[src/rtl/id_ex_stage.sv]
`default_nettype none
// +----------------------------------------------------------------------------+
// | Module : id_ex_stage                                                       |
// | Brief  : ID/EX pipeline register with valid/ready handshake, operand       |
// |          forwarding and stall-time writeback refresh (macro ID_EX_FWD_EN). |
// | Rev    : 1.0 - initial release                                             |
// +----------------------------------------------------------------------------+
module id_ex_stage #(
  parameter logic [3:0] RST_OP = 4'b0000
) (
  input  logic        clk,
  input  logic        rst_n,
  input  logic        i_in_valid,
  output logic        o_in_ready,
  input  logic [31:0] i_rs_data,
  input  logic [31:0] i_rt_data,
  input  logic [31:0] i_imm,
  input  logic [4:0]  i_rs_addr,
  input  logic [4:0]  i_rt_addr,
  input  logic [4:0]  i_rd_addr,
  input  logic [3:0]  i_alu_op,
  input  logic        i_alu_sel_imm,
  input  logic        i_reg_write,
  input  logic        i_exmem_we,
  input  logic [4:0]  i_exmem_rd,
  input  logic [31:0] i_exmem_result,
  input  logic        i_memwb_we,
  input  logic [4:0]  i_memwb_rd,
  input  logic [31:0] i_memwb_result,
  input  logic        i_flush,
  output logic        o_out_valid,
  input  logic        i_out_ready,
  output logic [31:0] o_data_a,
  output logic [31:0] o_data_b,
  output logic [3:0]  o_operation,
  output logic [31:0] o_store_data,
  output logic [4:0]  o_out_rd,
  output logic        o_out_reg_write
);

  logic        r_valid;
  logic        r_reg_write;
  logic [3:0]  r_op;
  logic [31:0] r_a;
  logic [31:0] r_b;
  logic [31:0] r_store;
  logic [4:0]  r_rd;

  logic        w_capture;
  logic        w_drain;
  logic [31:0] w_rs_val;
  logic [31:0] w_rt_val;
  logic        w_hit_rs;
  logic        w_hit_rt;

  assign o_in_ready = !r_valid || i_out_ready;
  assign w_capture  = i_in_valid && o_in_ready && !i_flush;
  assign w_drain    = r_valid && i_out_ready;

`ifdef ID_EX_FWD_EN
  logic [4:0] r_rs_addr;
  logic [4:0] r_rt_addr;
  logic       r_sel_imm;

  // Youngest producer wins: EX/MEM result is newer than MEM/WB.
  always_comb begin
    w_rs_val = i_rs_data;
    if (i_rs_addr == 5'd0)
      w_rs_val = 32'h0;
    else if (i_exmem_we && (i_exmem_rd == i_rs_addr))
      w_rs_val = i_exmem_result;
    else if (i_memwb_we && (i_memwb_rd == i_rs_addr))
      w_rs_val = i_memwb_result;
  end

  always_comb begin
    w_rt_val = i_rt_data;
    if (i_rt_addr == 5'd0)
      w_rt_val = 32'h0;
    else if (i_exmem_we && (i_exmem_rd == i_rt_addr))
      w_rt_val = i_exmem_result;
    else if (i_memwb_we && (i_memwb_rd == i_rt_addr))
      w_rt_val = i_memwb_result;
  end

  assign w_hit_rs = i_memwb_we && (i_memwb_rd != 5'd0) && (i_memwb_rd == r_rs_addr);
  assign w_hit_rt = i_memwb_we && (i_memwb_rd != 5'd0) && (i_memwb_rd == r_rt_addr);

  always_ff @(posedge clk or negedge rst_n) begin
    if (!rst_n) begin
      r_rs_addr <= 5'd0;
      r_rt_addr <= 5'd0;
      r_sel_imm <= 1'b0;
    end else if (w_capture) begin
      r_rs_addr <= i_rs_addr;
      r_rt_addr <= i_rt_addr;
      r_sel_imm <= i_alu_sel_imm;
    end
  end
`else
  assign w_rs_val = (i_rs_addr == 5'd0) ? 32'h0 : i_rs_data;
  assign w_rt_val = (i_rt_addr == 5'd0) ? 32'h0 : i_rt_data;
  assign w_hit_rs = 1'b0;
  assign w_hit_rt = 1'b0;

  logic w_unused;
  assign w_unused = ^{i_exmem_we, i_exmem_rd, i_exmem_result,
                      i_memwb_we, i_memwb_rd, i_memwb_result};
`endif

  always_ff @(posedge clk or negedge rst_n) begin
    if (!rst_n) begin
      r_valid     <= 1'b0;
      r_reg_write <= 1'b0;
      r_op        <= RST_OP;
      r_a         <= 32'h0;
      r_b         <= 32'h0;
      r_store     <= 32'h0;
      r_rd        <= 5'd0;
    end else if (i_flush) begin
      r_valid     <= 1'b0;
      r_reg_write <= 1'b0;
      r_op        <= RST_OP;
    end else if (w_capture) begin
      r_valid     <= 1'b1;
      r_reg_write <= i_reg_write;
      r_op        <= i_alu_op;
      r_a         <= w_rs_val;
      r_b         <= i_alu_sel_imm ? i_imm : w_rt_val;
      r_store     <= w_rt_val;
      r_rd        <= i_rd_addr;
    end else if (w_drain) begin
      r_valid     <= 1'b0;
      r_reg_write <= 1'b0;
      r_op        <= RST_OP;
    end else if (r_valid) begin
      // Stalled beat picks up a late writeback so it never carries stale data.
      if (w_hit_rs)
        r_a <= i_memwb_result;
      if (w_hit_rt) begin
        r_store <= i_memwb_result;
`ifdef ID_EX_FWD_EN
        if (!r_sel_imm)
          r_b <= i_memwb_result;
`endif
      end
    end
  end

  assign o_out_valid     = r_valid;
  assign o_out_reg_write = r_valid && r_reg_write;
  assign o_operation     = r_op;
  assign o_data_a        = r_a;
  assign o_data_b        = r_b;
  assign o_store_data    = r_store;
  assign o_out_rd        = r_rd;

endmodule
`default_nettype wire

[config.mk]
export PLATFORM = sky130hd
export DESIGN_NAME = id_ex_stage
export DESIGN_NICKNAME = d
export VERILOG_FILES = /design/src/rtl/id_ex_stage.sv
export SDC_FILE = /design/constraint.sdc
export NUM_CORES = 1
export LEC_CHECK = 0
export CAP_MARGIN = 20
export CORE_MARGIN = 4
export CORE_UTILIZATION = 37
export DETAILED_ROUTE_END_ITERATION = 10
export GPL_TIMING_DRIVEN = 0
export PLACE_DENSITY = 0.86
export SYNTH_ARGS = -nofsm -noshare
export SYNTH_HDL_FRONTEND = slang
export SYNTH_SLANG_ARGS = --single-unit
[constraint.sdc]
create_clock -name clk -period 1.4 [get_ports clk]
set_input_delay 0.35 -clock clk [delete_from_list [all_inputs] [get_ports clk]]
set_output_delay 0.35 -clock clk [all_outputs]
set_load 0.01 [all_outputs]
# Word-level counts from Yosys, hierarchy flattened
# Index checks and enable logic that the tools add are counted.
# word_totals
register_bits	107
input_bits	198
elab_cells	30
# classes
mux	11
bitwise_logic	1
reduce_logical	11
# op_table
cell	count
32-bit 2-to-1 mux	3
4-bit 2-to-1 mux	3
5-bit logical NOT	2
1-bit 2-to-1 mux	5
1-bit logical AND	4
3-bit nonzero test	1
1-bit logical NOT	2
2-bit AND reduction	1
1-bit logical OR	1
1-bit NOT	1

# Logic depth before layout (Yosys ltp)
# Gate-level depths: netlist (run 1).
# depth
ltp_word	6
ltp_mapped	7

# Least setup slack after synthesis (run 1)
# OpenSTA, ideal clock, no wires.
# synth_timing
path_kind	input to register
from	input port i_rt_addr[2]
to	register r_b[10] (netlist: o_data_b[10])
arrival_ps	1294
t_required_ps	1273
path_slack_ps	-22
cell_stages	4
cell_sequence	or4_4 buf_6 o21ai_1 a31oi_1
# synth_between
elab_chain_cells	3
# synth_rtl
item	line	rtl
start, declared	19	input logic [4:0] i_rt_addr,
5-bit logical NOT	102	assign w_rt_val = (i_rt_addr == 5'd0) ? 32'h0 : i_rt_data;
32-bit 2-to-1 mux	102	
32-bit 2-to-1 mux	129	r_b <= i_alu_sel_imm ? i_imm : w_rt_val;
end signal, assigned	129	
end, declared	45	logic [31:0] r_b;
# No other way between the ends.
# A chain may end at the register's enable or synchronous reset.

# Worst setup path after layout (run 1)
# layout_timing
from	register r_valid (netlist: o_out_valid)
to	output port o_in_ready
# layout_between
elab_chain_cells	2
# layout_rtl
item	line	rtl
start, declared	41	logic r_valid;
start signal, assigned	113	r_valid <= 1'b0;
start signal, assigned	121	r_valid <= 1'b0;
start signal, assigned	125	r_valid <= 1'b1;
1-bit logical NOT	56	assign o_in_ready = !r_valid || i_out_ready;
1-bit logical OR	56	
end, declared	14	output logic o_in_ready,
# No other way between the ends.

==> results of run 1 <==
==> Yosys cell counts, drive strengths merged, types with 2 or more instances <==
cell / count / share of area
a31oi: 32 / 0.041
nand3: 64 / 0.065
o2bb2ai: 64 / 0.11
nor2: 2 / 0.0053
clkbuf: 25 / 0.020
nand2: 33 / 0.025
a22o: 5 / 0.0089
nor2b: 33 / 0.042
a21oi: 34 / 0.035
mux2: 5 / 0.011
buf: 27 / 0.045
or4: 2 / 0.0038
o21ai: 32 / 0.035
dfrtp: 107 / 0.54
and2: 2 / 0.0025
==> registers in the layout, indices dropped and copies added, names as in the netlist <==
signal and flops:
o_out_valid 1, o_operation 4, r_reg_write 1, o_data_a 32
o_out_rd 5, o_store_data 32, o_data_b 32
==> what timing repair did <==
| item | CTS | global route |
|---|---|---|
| resized for setup | 237 | 134 |
| pin swaps | 14 | 14 |
| endpoints found under the setup margin | 215 | 157 |
| setup buffers | 19 | 19 |
| cloned | 5 | 2 |
==> metal layers <==
layer  vias to the layer above  GRT usage  wire (um)
met4                         0     0.0581        341
met3                        34     0.0686       1530
met5                         -          0          0
li1                       2305          -          -
met1                      2462      0.290       7520
met2                       228      0.396       9490
==> where the power goes <==
part	internal [uW]	switching [uW]
registers	3550	307
clock network	1570	1140
logic	1510	1190
==> final cells by class <==
class,instances,share of cell area
sequential,107,0.309
inverter,1,0.000433
clock buffer,10,0.0264
clock inverter,5,0.00981
multi-input combinational,310,0.268
tap,172,0.0248
timing repair buffer,274,0.303
buffer,49,0.0590
==> worst max-delay path, delay by kind of cell (launching register included) <==
family	cells	cell delay [ns]
flip-flops	1	0.44
AND/OR/NAND/NOR	1	0.08
buffers and inverters	3	0.33
==> kinds of logic (layout without fill, tap and decap cells) <==
logic type,count (synthesis),in the layout,synth area share
compound gates,167,167,0.233
buf+inv,53,339,0.0658
flops,107,107,0.544
mux,5,5,0.0114
simple gates,138,138,0.146
==> how the worst min path moves through the flow <==
stage	from	to	cells after the start
2_1_floorplan	rst_n	o_data_a[0]$_DFFE_PN0P_	0
3_3_place_gp	o_store_data[31]$_DFFE_PN0P_	o_store_data[31]$_DFFE_PN0P_	1
3_5_place_dp	rst_n	o_data_b[19]$_DFFE_PN0P_	1
4_1_cts	rst_n	o_data_b[19]$_DFFE_PN0P_	1
5_1_grt	rst_n	o_data_b[19]$_DFFE_PN0P_	1
6_report	rst_n	o_data_b[19]$_DFFE_PN0P_	1
==> per-stage QoR <==
| stage | instance area (um2) | hold WS [ns] |
|---|---|---|
| 2_1_floorplan | 4920 | 0.0544 |
| 3_3_place_gp | 7420 | 0.473 |
| 3_5_place_dp | 7450 | 0.406 |
| 4_1_cts | 8190 | 0.0378 |
| 5_1_grt | 8670 | 0.0611 |
| 6_report | 8670 | 0.0189 |
==> results.sh, run 1 <==
export IMPL_syn_to_final_growth_pct=76.1
export IMPL_first_global_vias=5039
export IMPL_synth_cell_types=25
export IMPL_start_util=0.384
export IMPL_rsz0062_at_grt="yes"
export IMPL_synth_seq_cells=107
export IMPL_io_buffers=228
export IMPL_cts_tree="yes"
export IMPL_drcViolationCount=0
export IMPL_ys_async_sr_fraction=1.00
export IMPL_worstRegToRegCells=6
export IMPL_pin_count=306
export IMPL_cap_violations=0
export IMPL_synth_avg_cell_area_um2=10.5
export IMPL_grt_pass1_wl_um=27200
export IMPL_setup_ws_ns=-0.142
export IMPL_fin_skew_ns=0.00732
export IMPL_multiInputGateArea_mm2=0.00232
export IMPL_hold_class="in2async"
export IMPL_antenna_found_initial=0
export IMPL_worstSetupEndpointType="output pin"
export IMPL_drt_iter0_markers=342
export IMPL_failed_checks="negative setup slack"
export IMPL_crit_type="reg2out"
export IMPL_ant_nets=0
export IMPL_max_stage_delay_ns=0.44
export IMPL_post_route_min_period_ns=1.54
export IMPL_post_route_util=0.676
export IMPL_place_ws_ns=-1.12
export IMPL_grt_overflow=0
export IMPL_drive_above_1_share=0.243
export IMPL_cts_sinks=107
export IMPL_num_rows=41
export IMPL_final_hold_viol_count=0
export IMPL_via_per_inst=5.42
export IMPL_synth_main_ff_cell="dfrtp_1"
export IMPL_grt_use_total=0.233
export IMPL_grt_max_degree=62
export IMPL_nets=950
export IMPL_cts_buffers=9
export IMPL_p_leak_uw=0.00365
export IMPL_mostFrequentLayoutCells="107 x clkdlybuf4s50_1, 106 x dfrtp_1, 59 x nand3_1, 58 x clkdlybuf4s15_1, 48 x dlygate4sd2_1"
export IMPL_drt_pass1_iter_count=5
export IMPL_synthCells=470
export IMPL_register_area_mm2=0.00268
export IMPL_wl_per_cell_um=20.4
export IMPL_clockRootBuffer="clkbuf_16"
export IMPL_core_mm2=0.0128
export IMPL_r2r_start="o_out_valid$_DFFE_PN0P_"
export IMPL_fin_setup_tns_ns=-0.271
export IMPL_slew_violations=0
export IMPL_period_share=1.10
export IMPL_final_cells=928
export IMPL_required_ns=1.05
export IMPL_place_congestion=0.790
export IMPL_hpwl_um=13100
export IMPL_power_density_mw_per_mm2=1070
export IMPL_crit_top_cell="buf_6"
export IMPL_hold_buffers=0
export IMPL_cp_arrival_ns=1.19
export IMPL_die_area_mm2=0.0152
export IMPL_slew_headroom=0.565
export IMPL_status="finished with violations"
export IMPL_cp_max_fo=4
export IMPL_clock_fmax_ghz=0.649
export IMPL_syn_area_mm2=0.00492
export IMPL_cp_cell_sequence="nand2b_4 > buf_6 > clkbuf_16 > buf_6"
export IMPL_tightest_slew_ns=0.653
export IMPL_setup_violations_final=2
export IMPL_h_tree_depth=3
export IMPL_startpoint_type="flip-flop"
export IMPL_die_width_um=123
export IMPL_wirelength_um=18900
export IMPL_ff2ff_setup_slack_ns=0
export IMPL_clock_latency_ns=0.34
export IMPL_cp_startpoint="o_out_valid$_DFFE_PN0P_"
export IMPL_n_antenna_cell=0
export IMPL_path_clk_slew_ns=0.07
export IMPL_yosysSeqAreaShare=0.544
export IMPL_crit_slowest_cell="dfrtp_2"
export IMPL_syn_nets=668
export IMPL_n_fill_cell=963
export IMPL_crit_end="o_in_ready"
export IMPL_power_total_uw=9270
export IMPL_ir_drop_mv=0.713
export IMPL_cts_buffer_depth=2
export IMPL_r2r_end="o_data_a[20]$_DFFE_PN0P_"
export IMPL_synth_edff_count=0
export IMPL_layout_commonest_cell="clkdlybuf4s50_1"
export IMPL_place_inst=871
export IMPL_dieHeight_um=123
export IMPL_ys_warn_count=0
export IMPL_num_vias=5029
Power figures use the tool's default switching activity.
==> inputs of run 2 (changes only) <==
Settings changed: ABC_AREA set to 1, CORE_UTILIZATION 37 to 36.
==> run 2 against run 1 <==
- the flow still finishes with violations (negative setup slack)
- core utilization rose by 0.90 points
- clock power fell by 13%
- clock skew fell by 0.0020 ns
- routed wire length fell by 2.5%
- sequential share of layout area rose by 0.22 points
- clock-buffer cell count rose by 3
- power fell by 4.5%
- worst setup slack got worse by 0.061 ns
- hold slack improved by 0.017 ns
- via count barely moved
- largest power group unchanged
==> results.sh, run 2 <==
export IMPL_status="finished with violations"
export IMPL_failed_checks="negative setup slack"
export IMPL_grt_pass1_wl_um=26400
export IMPL_start_util=0.366
export IMPL_die_width_um=121
export IMPL_grt_overflow=0
export IMPL_cp_cell_sequence="buf_6 > nand2_4 > buf_4 > nand3b_4 > buf_6 > clkbuf_16 > clkbuf_16 > nand2_1 > o21ai_1"
export IMPL_yosysMostFrequentCell="nand2_1"
export IMPL_final_cells=1038
export IMPL_ys_async_sr_fraction=1.00
export IMPL_cts_buffer_depth=2
export IMPL_synthCells=574
export IMPL_cp_max_fo=5
export IMPL_mostFrequentLayoutCells="241 x nand2_1, 117 x clkdlybuf4s50_1, 106 x dfrtp_1, 54 x dlygate4sd2_1, 53 x clkdlybuf4s15_1"
export IMPL_final_hold_viol_count=0
export IMPL_wl_per_cell_um=17.7
export IMPL_wirelength_um=18400
export IMPL_layout_commonest_cell="nand2_1"
export IMPL_syn_to_final_growth_pct=87.2
export IMPL_num_rows=41
export IMPL_r2r_end="o_store_data[24]$_DFFE_PN0P_"
export IMPL_synthAdderAreaFrac=0
export IMPL_drive_above_1_share=0.223
export IMPL_synth_main_ff_cell="dfrtp_1"
export IMPL_placed_area_mm2=0.00713
export IMPL_clock_fmax_ghz=0.624
export IMPL_h_tree_depth=3
export IMPL_power_density_mw_per_mm2=1030
export IMPL_startpoint_type="flip-flop"
export IMPL_first_global_vias=4931
export IMPL_ir_drop_mv=0.694
export IMPL_post_route_util=0.685
export IMPL_num_vias=5028
export IMPL_ys_warn_count=0
export IMPL_place_inst=976
export IMPL_cp_arrival_ns=1.83
export IMPL_yosysTopAreaCellShare=0.582
export IMPL_via_per_inst=4.84
export IMPL_n_antenna_cell=0
export IMPL_synth_cell_types=17
export IMPL_max_stage_delay_ns=0.43
export IMPL_synth_area_leaders="dfrtp_1 58%, nand2_1 23%, o21ai_0 6.6%"
export IMPL_worstSetupEndpointType="flip-flop"
export IMPL_synth_compound_area_frac=0.0718
export IMPL_r2r_start="o_out_valid$_DFFE_PN0P_"
export IMPL_setup_violations_final=106
export IMPL_cts_buffers=9
export IMPL_drt_iter0_markers=358
export IMPL_place_congestion=0.796
export IMPL_design_area_mm2=0.00861
export IMPL_yosys_area_top_type="dfrtp_1"
export IMPL_setup_ws_ns=-0.203
export IMPL_hold_class="in2async"
export IMPL_pin_count=306
export IMPL_synth_edff_count=0
export IMPL_tightest_slew_ns=0.710
export IMPL_yosys_area_share_simple=0.301
export IMPL_synth_avg_cell_area_um2=8.02
export IMPL_die_area_mm2=0.0147
export IMPL_synth_top_cells_by_count="283 x nand2_1, 107 x dfrtp_1, 69 x nor2_1, 61 x o21ai_0, 15 x clkbuf_1"
export IMPL_hold_worst_slack_ns=0.0356
export IMPL_crit_type="reg2reg"
export IMPL_cap_violations=0
export IMPL_syn_nets=772
export IMPL_clock_latency_ns=0.35
export IMPL_slew_violations=0
export IMPL_cts_tree="yes"
export IMPL_rsz0062_at_grt="yes"
export IMPL_slew_headroom=0.527
export IMPL_synth_top_family_by_area="simple AND/OR/NAND/NOR gates"
export IMPL_clockRootBuffer="clkbuf_16"
export IMPL_fin_setup_tns_ns=-12.47
export IMPL_fin_skew_ns=0.00530
export IMPL_grt_use_total=0.233
export IMPL_ff2ff_setup_slack_ns=-0.20
export IMPL_p_leak_uw=0.00427
export IMPL_worstRegToRegCells=9
export IMPL_synth_xor_area_share=0
export IMPL_crit_family="buffers and inverters"
export IMPL_drcViolationCount=0
export IMPL_cp_startpoint="o_out_valid$_DFFE_PN0P_"
export IMPL_dieHeight_um=121
export IMPL_required_ns=1.63
export IMPL_io_buffers=229
export IMPL_path_clk_slew_ns=0.07
export IMPL_grt_max_degree=56
export IMPL_synth_seq_cells=107
export IMPL_hpwl_um=11600
export IMPL_hold_buffers=0
export IMPL_cts_sinks=107
export IMPL_ant_nets=0
export IMPL_antenna_found_initial=0
export IMPL_drt_pass1_iter_count=6
export IMPL_worst_path_buf_inv=5
export IMPL_nets=1060
export IMPL_yosysSeqAreaShare=0.582
export IMPL_syn_area_mm2=0.00460
export IMPL_period_share=1.14
export IMPL_post_route_min_period_ns=1.60
export IMPL_crit_slowest_cell="dfrtp_2"
export IMPL_core_mm2=0.0126
export IMPL_synth_area_mux_share=0
[run 2: cell types whose count changed after synthesis, moves of 7 or more]
cell | previous run | this run
nor2_1 | 0 | 69
o2bb2ai_1 | 64 | 0
nor2b_1 | 33 | 0
nand2_1 | 33 | 283
clkbuf_1 | 22 | 15
o21ai_1 | 27 | 3
a31oi_1 | 32 | 0
o21ai_0 | 2 | 61
a21oi_1 | 34 | 2
buf_6 | 12 | 4
nand3_1 | 64 | 6
[run 2: worst register-to-register path, stage by stage (launching register included)]
cell       delay (ns)
dfrtp_2          0.43
buf_6            0.13
nand2_4          0.07
buf_4            0.12
nand3b_4         0.10
buf_6            0.16
clkbuf_16        0.16
clkbuf_16        0.15
nand2_1          0.07
o21ai_1          0.09
[run 2: final cells by class]
class	count	area (um2)
fill	954	3950
tap	172	215
clock buffer	13	250
clock inverter	2	12.5
inverter	5	18.8
multi-input combinational	428	2060
buffer	32	399
timing repair buffer	279	2980
sequential	107	2680
[run 2: layer usage]
layer  GRT usage  share of wire  vias to the layer above
met4      0.0793          0.024                        0
li1            -              -                     2373
met2       0.384           0.50                      227
met3      0.0657          0.090                       37
met5           0              0                        -
met1       0.294           0.38                     2391
[run 2: how the worst max path moves through the flow]
stage | slack [ns] | cells after the start | to
floorplan | 0.06 | 7 | o_data_a[10]$_DFFE_PN0P_
global placement | -4.05 | 1 | o_operation[0]$_DFFE_PN0P_
detailed placement | -0.65 | 6 | o_store_data[21]$_DFFE_PN0P_
CTS | -0.18 | 3 | o_in_ready
global route | -0.25 | 9 | o_store_data[24]$_DFFE_PN0P_
finish | -0.20 | 9 | o_store_data[24]$_DFFE_PN0P_
[run 2: power breakdown]
part / switching (uW) / internal, uW
Clock: 1120 / 1250
Sequential: 265 / 3540
Combinational: 1250 / 1430
Total: 2640 / 6220
[run 2: kinds of logic after synthesis]
kind of cell	after synthesis
buffers and inverters	39
and+or+nand+nor	362
DFF	107
AOI/OAI and AO/OA	66
[run 2: metrics by stage]
| step | total power [uW] | setup WS, ns |
|---|---|---|
| after floorplan | 4640 | 0.0569 |
| after global routing | 9290 | -0.249 |
| after detailed placement | 6220 | -0.654 |
| after global placement | 6160 | -4.05 |
| final | 8860 | -0.203 |
| after CTS | 8530 | -0.180 |
[run 2: what timing repair did]
action | 4_1_cts | 5_1_grt
gates cloned | 13 | 8
resized for setup | 280 | 161
pin swaps | 8 | 18
endpoints found under the setup margin | 214 | 164
buffers inserted | 20 | 12
==> inputs of run 3 (changes only) <==
Settings changed: CORE_ASPECT_RATIO set to 0.75, REMOVE_ABC_BUFFERS set to 1.
==> run 3 against run 2 <==
- the flow still finishes with violations (negative setup slack)
- non-clock buffer count fell by 26
- power up 5.1%
- via count increased by 1.9%
- global-route usage shrank 0.57 points
- largest power group unchanged
- register-to-register slack is essentially flat
- final area is 2.2% higher
==> results.sh, run 3 (synthesized netlist as in run 2, its figures left out) <==
export IMPL_post_route_util=0.711
export IMPL_p_switching_uw=2750
export IMPL_post_route_min_period_ns=1.60
export IMPL_design_area_mm2=0.00881
export IMPL_cts_sinks=107
export IMPL_failed_checks="negative setup slack"
export IMPL_clockRootBuffer="clkbuf_16"
export IMPL_final_hold_viol_count=0
export IMPL_crit_type="reg2reg"
export IMPL_required_ns=1.65
export IMPL_cp_startpoint="o_out_valid$_DFFE_PN0P_"
export IMPL_layout_commonest_cell="nand2_1"
export IMPL_grt_pass1_wl_um=26200
export IMPL_p_comb_frac=0.292
export IMPL_h_tree_depth=3
export IMPL_dieHeight_um=106
export IMPL_crit_end="o_store_data[25]$_DFFE_PN0P_"
export IMPL_fin_skew_ns=0.00567
export IMPL_grt_max_degree=65
export IMPL_drt_pass1_iter_count=4
export IMPL_grt_overflow=0
export IMPL_n_antenna_cell=0
export IMPL_place_congestion=0.795
export IMPL_power_frac_clock=0.298
export IMPL_rsz0062_at_grt="yes"
export IMPL_cts_buffers=9
export IMPL_slew_violations=0
export IMPL_start_util=0.371
export IMPL_r2r_end="o_store_data[25]$_DFFE_PN0P_"
export IMPL_hpwl_um=9420
export IMPL_via_per_inst=5.00
export IMPL_die_area_mm2=0.0147
export IMPL_first_global_vias=4783
export IMPL_ff2ff_setup_slack_ns=-0.20
export IMPL_slew_headroom=0.388
export IMPL_seq_power_share=0.410
export IMPL_hold_class="in2async"
export IMPL_cts_tree="yes"
export IMPL_wirelength_um=19300
export IMPL_clock_latency_ns=0.34
export IMPL_cap_violations=0
export IMPL_grt_use_total=0.227
export IMPL_cts_buffer_depth=2
export IMPL_power_density_mw_per_mm2=1060
export IMPL_die_width_um=139
export IMPL_drive_above_1_share=0.233
export IMPL_num_rows=35
export IMPL_num_vias=5125
export IMPL_ir_drop_mv=0.648
export IMPL_status="finished with violations"
export IMPL_core_mm2=0.0124
export IMPL_mostFrequentLayoutCells="234 x nand2_1, 117 x clkdlybuf4s50_1, 107 x dfrtp_1, 58 x dlygate4sd2_1, 47 x clkdlybuf4s15_1"
export IMPL_drt_iter0_markers=260
export IMPL_setup_violations_final=108
export IMPL_period_share=1.15
export IMPL_cp_arrival_ns=1.85
export IMPL_cp_max_fo=11
export IMPL_r2r_start="o_out_valid$_DFFE_PN0P_"
export IMPL_placed_area_mm2=0.00702
export IMPL_wl_per_cell_um=18.9
export IMPL_switching_share=0.295
export IMPL_setup_ws_ns=-0.205
export IMPL_worstRegToRegCells=8
export IMPL_startpoint_type="flip-flop"
export IMPL_p_leak_uw=0.00437
export IMPL_hold_buffers=0
export IMPL_nets=1052
export IMPL_antenna_found_initial=0
export IMPL_path_clk_slew_ns=0.07
export IMPL_io_buffers=229
export IMPL_pin_count=306
export IMPL_p_int_uw=6560
export IMPL_tightest_slew_ns=0.918
export IMPL_worstSetupEndpointType="flip-flop"
export IMPL_ant_nets=0
export IMPL_syn_to_final_growth_pct=91.4
export IMPL_clock_fmax_ghz=0.623
export IMPL_hold_worst_slack_ns=0.0462
export IMPL_drcViolationCount=0
-- run 3: cell types whose count changed in the layout (fill, tap and decap cells not counted), sizes merged --
cell           delta
clkbuf           -14
nand3b           +14
buf              -13
clkdlybuf4s15     -6
dlygate4sd2       +4
nor2              +4
bufinv            +2
clkdlybuf4s18     +1
inv               +1
-- run 3: final cells by class --
class	instances	area [um2]
Clock buffer	11	243
Clock inverter	5	85.1
Fill cell	914	3590
Inverter	5	23.8
Multi-Input combinational cell	446	2500
Sequential cell	107	2680
Tap cell	166	208
Timing Repair Buffer	285	3070
-- run 3: worst min-delay path by stage --
| stage | endpoint | slack [ns] | cells past startpoint |
|---|---|---|---|
| global placement | o_data_b[4]$_DFFE_PN0P_ | 0.46 | 2 |
| floorplan | o_data_a[0]$_DFFE_PN0P_ | 0.05 | 0 |
| finish | o_store_data[20]$_DFFE_PN0P_ | 0.05 | 1 |
| detailed placement | o_store_data[20]$_DFFE_PN0P_ | 0.43 | 1 |
| global route | o_store_data[20]$_DFFE_PN0P_ | 0.09 | 1 |
| CTS | o_store_data[20]$_DFFE_PN0P_ | 0.07 | 1 |
-- run 3: power groups by stage --
| stage | Clock, uW | Sequential, uW | Combinational [uW] |
|---|---|---|---|
| floorplan | 0 | 4050 | 550 |
| global placement | 0 | 3830 | 2270 |
| detailed placement | 0 | 3840 | 2310 |
| CTS | 2810 | 3770 | 2350 |
| global route | 2950 | 3870 | 2900 |
| finish | 2770 | 3820 | 2710 |
-- run 3: what timing repair did --
action | 4_1_cts | 5_1_grt
gates resized for setup | 249 | 170
endpoints found under the setup margin | 214 | 155
pin swaps | 29 | 30
cloned | 21 | 12
buffers inserted | 26 | 14
-- run 3: stage by stage --
stage	instances	total power, uW	worst slack [ns]	TNS, ns
2_1_floorplan	540	4600	-1.31	-129.10
3_3_place_gp	935	6100	-4.14	-710.83
3_5_place_dp	939	6150	-1.17	-98.56
4_1_cts	1002	8930	-0.171	-10.26
5_1_grt	1025	9730	-0.250	-18.16
6_report	1025	9300	-0.205	-13.00
-- run 3: routing by layer --
layer  GRT usage  vias to the layer above  routed length, um
li1            -                     2393                  -
met1       0.291                     2492               8060
met2       0.374                      213               9400
met3      0.0782                       27               1610
met4      0.0543                        0                252
met5           0                        -                  0
-- run 3: worst max-delay path, stage by stage, from the launching register on --
cell and delay (ns):
dfrtp_1 0.39, buf_6 0.12, buf_6 0.11, nand2_4 0.08, buf_6 0.13, nand3b_4 0.11
buf_12 0.20, clkbuf_16 0.17, o21ai_1 0.19
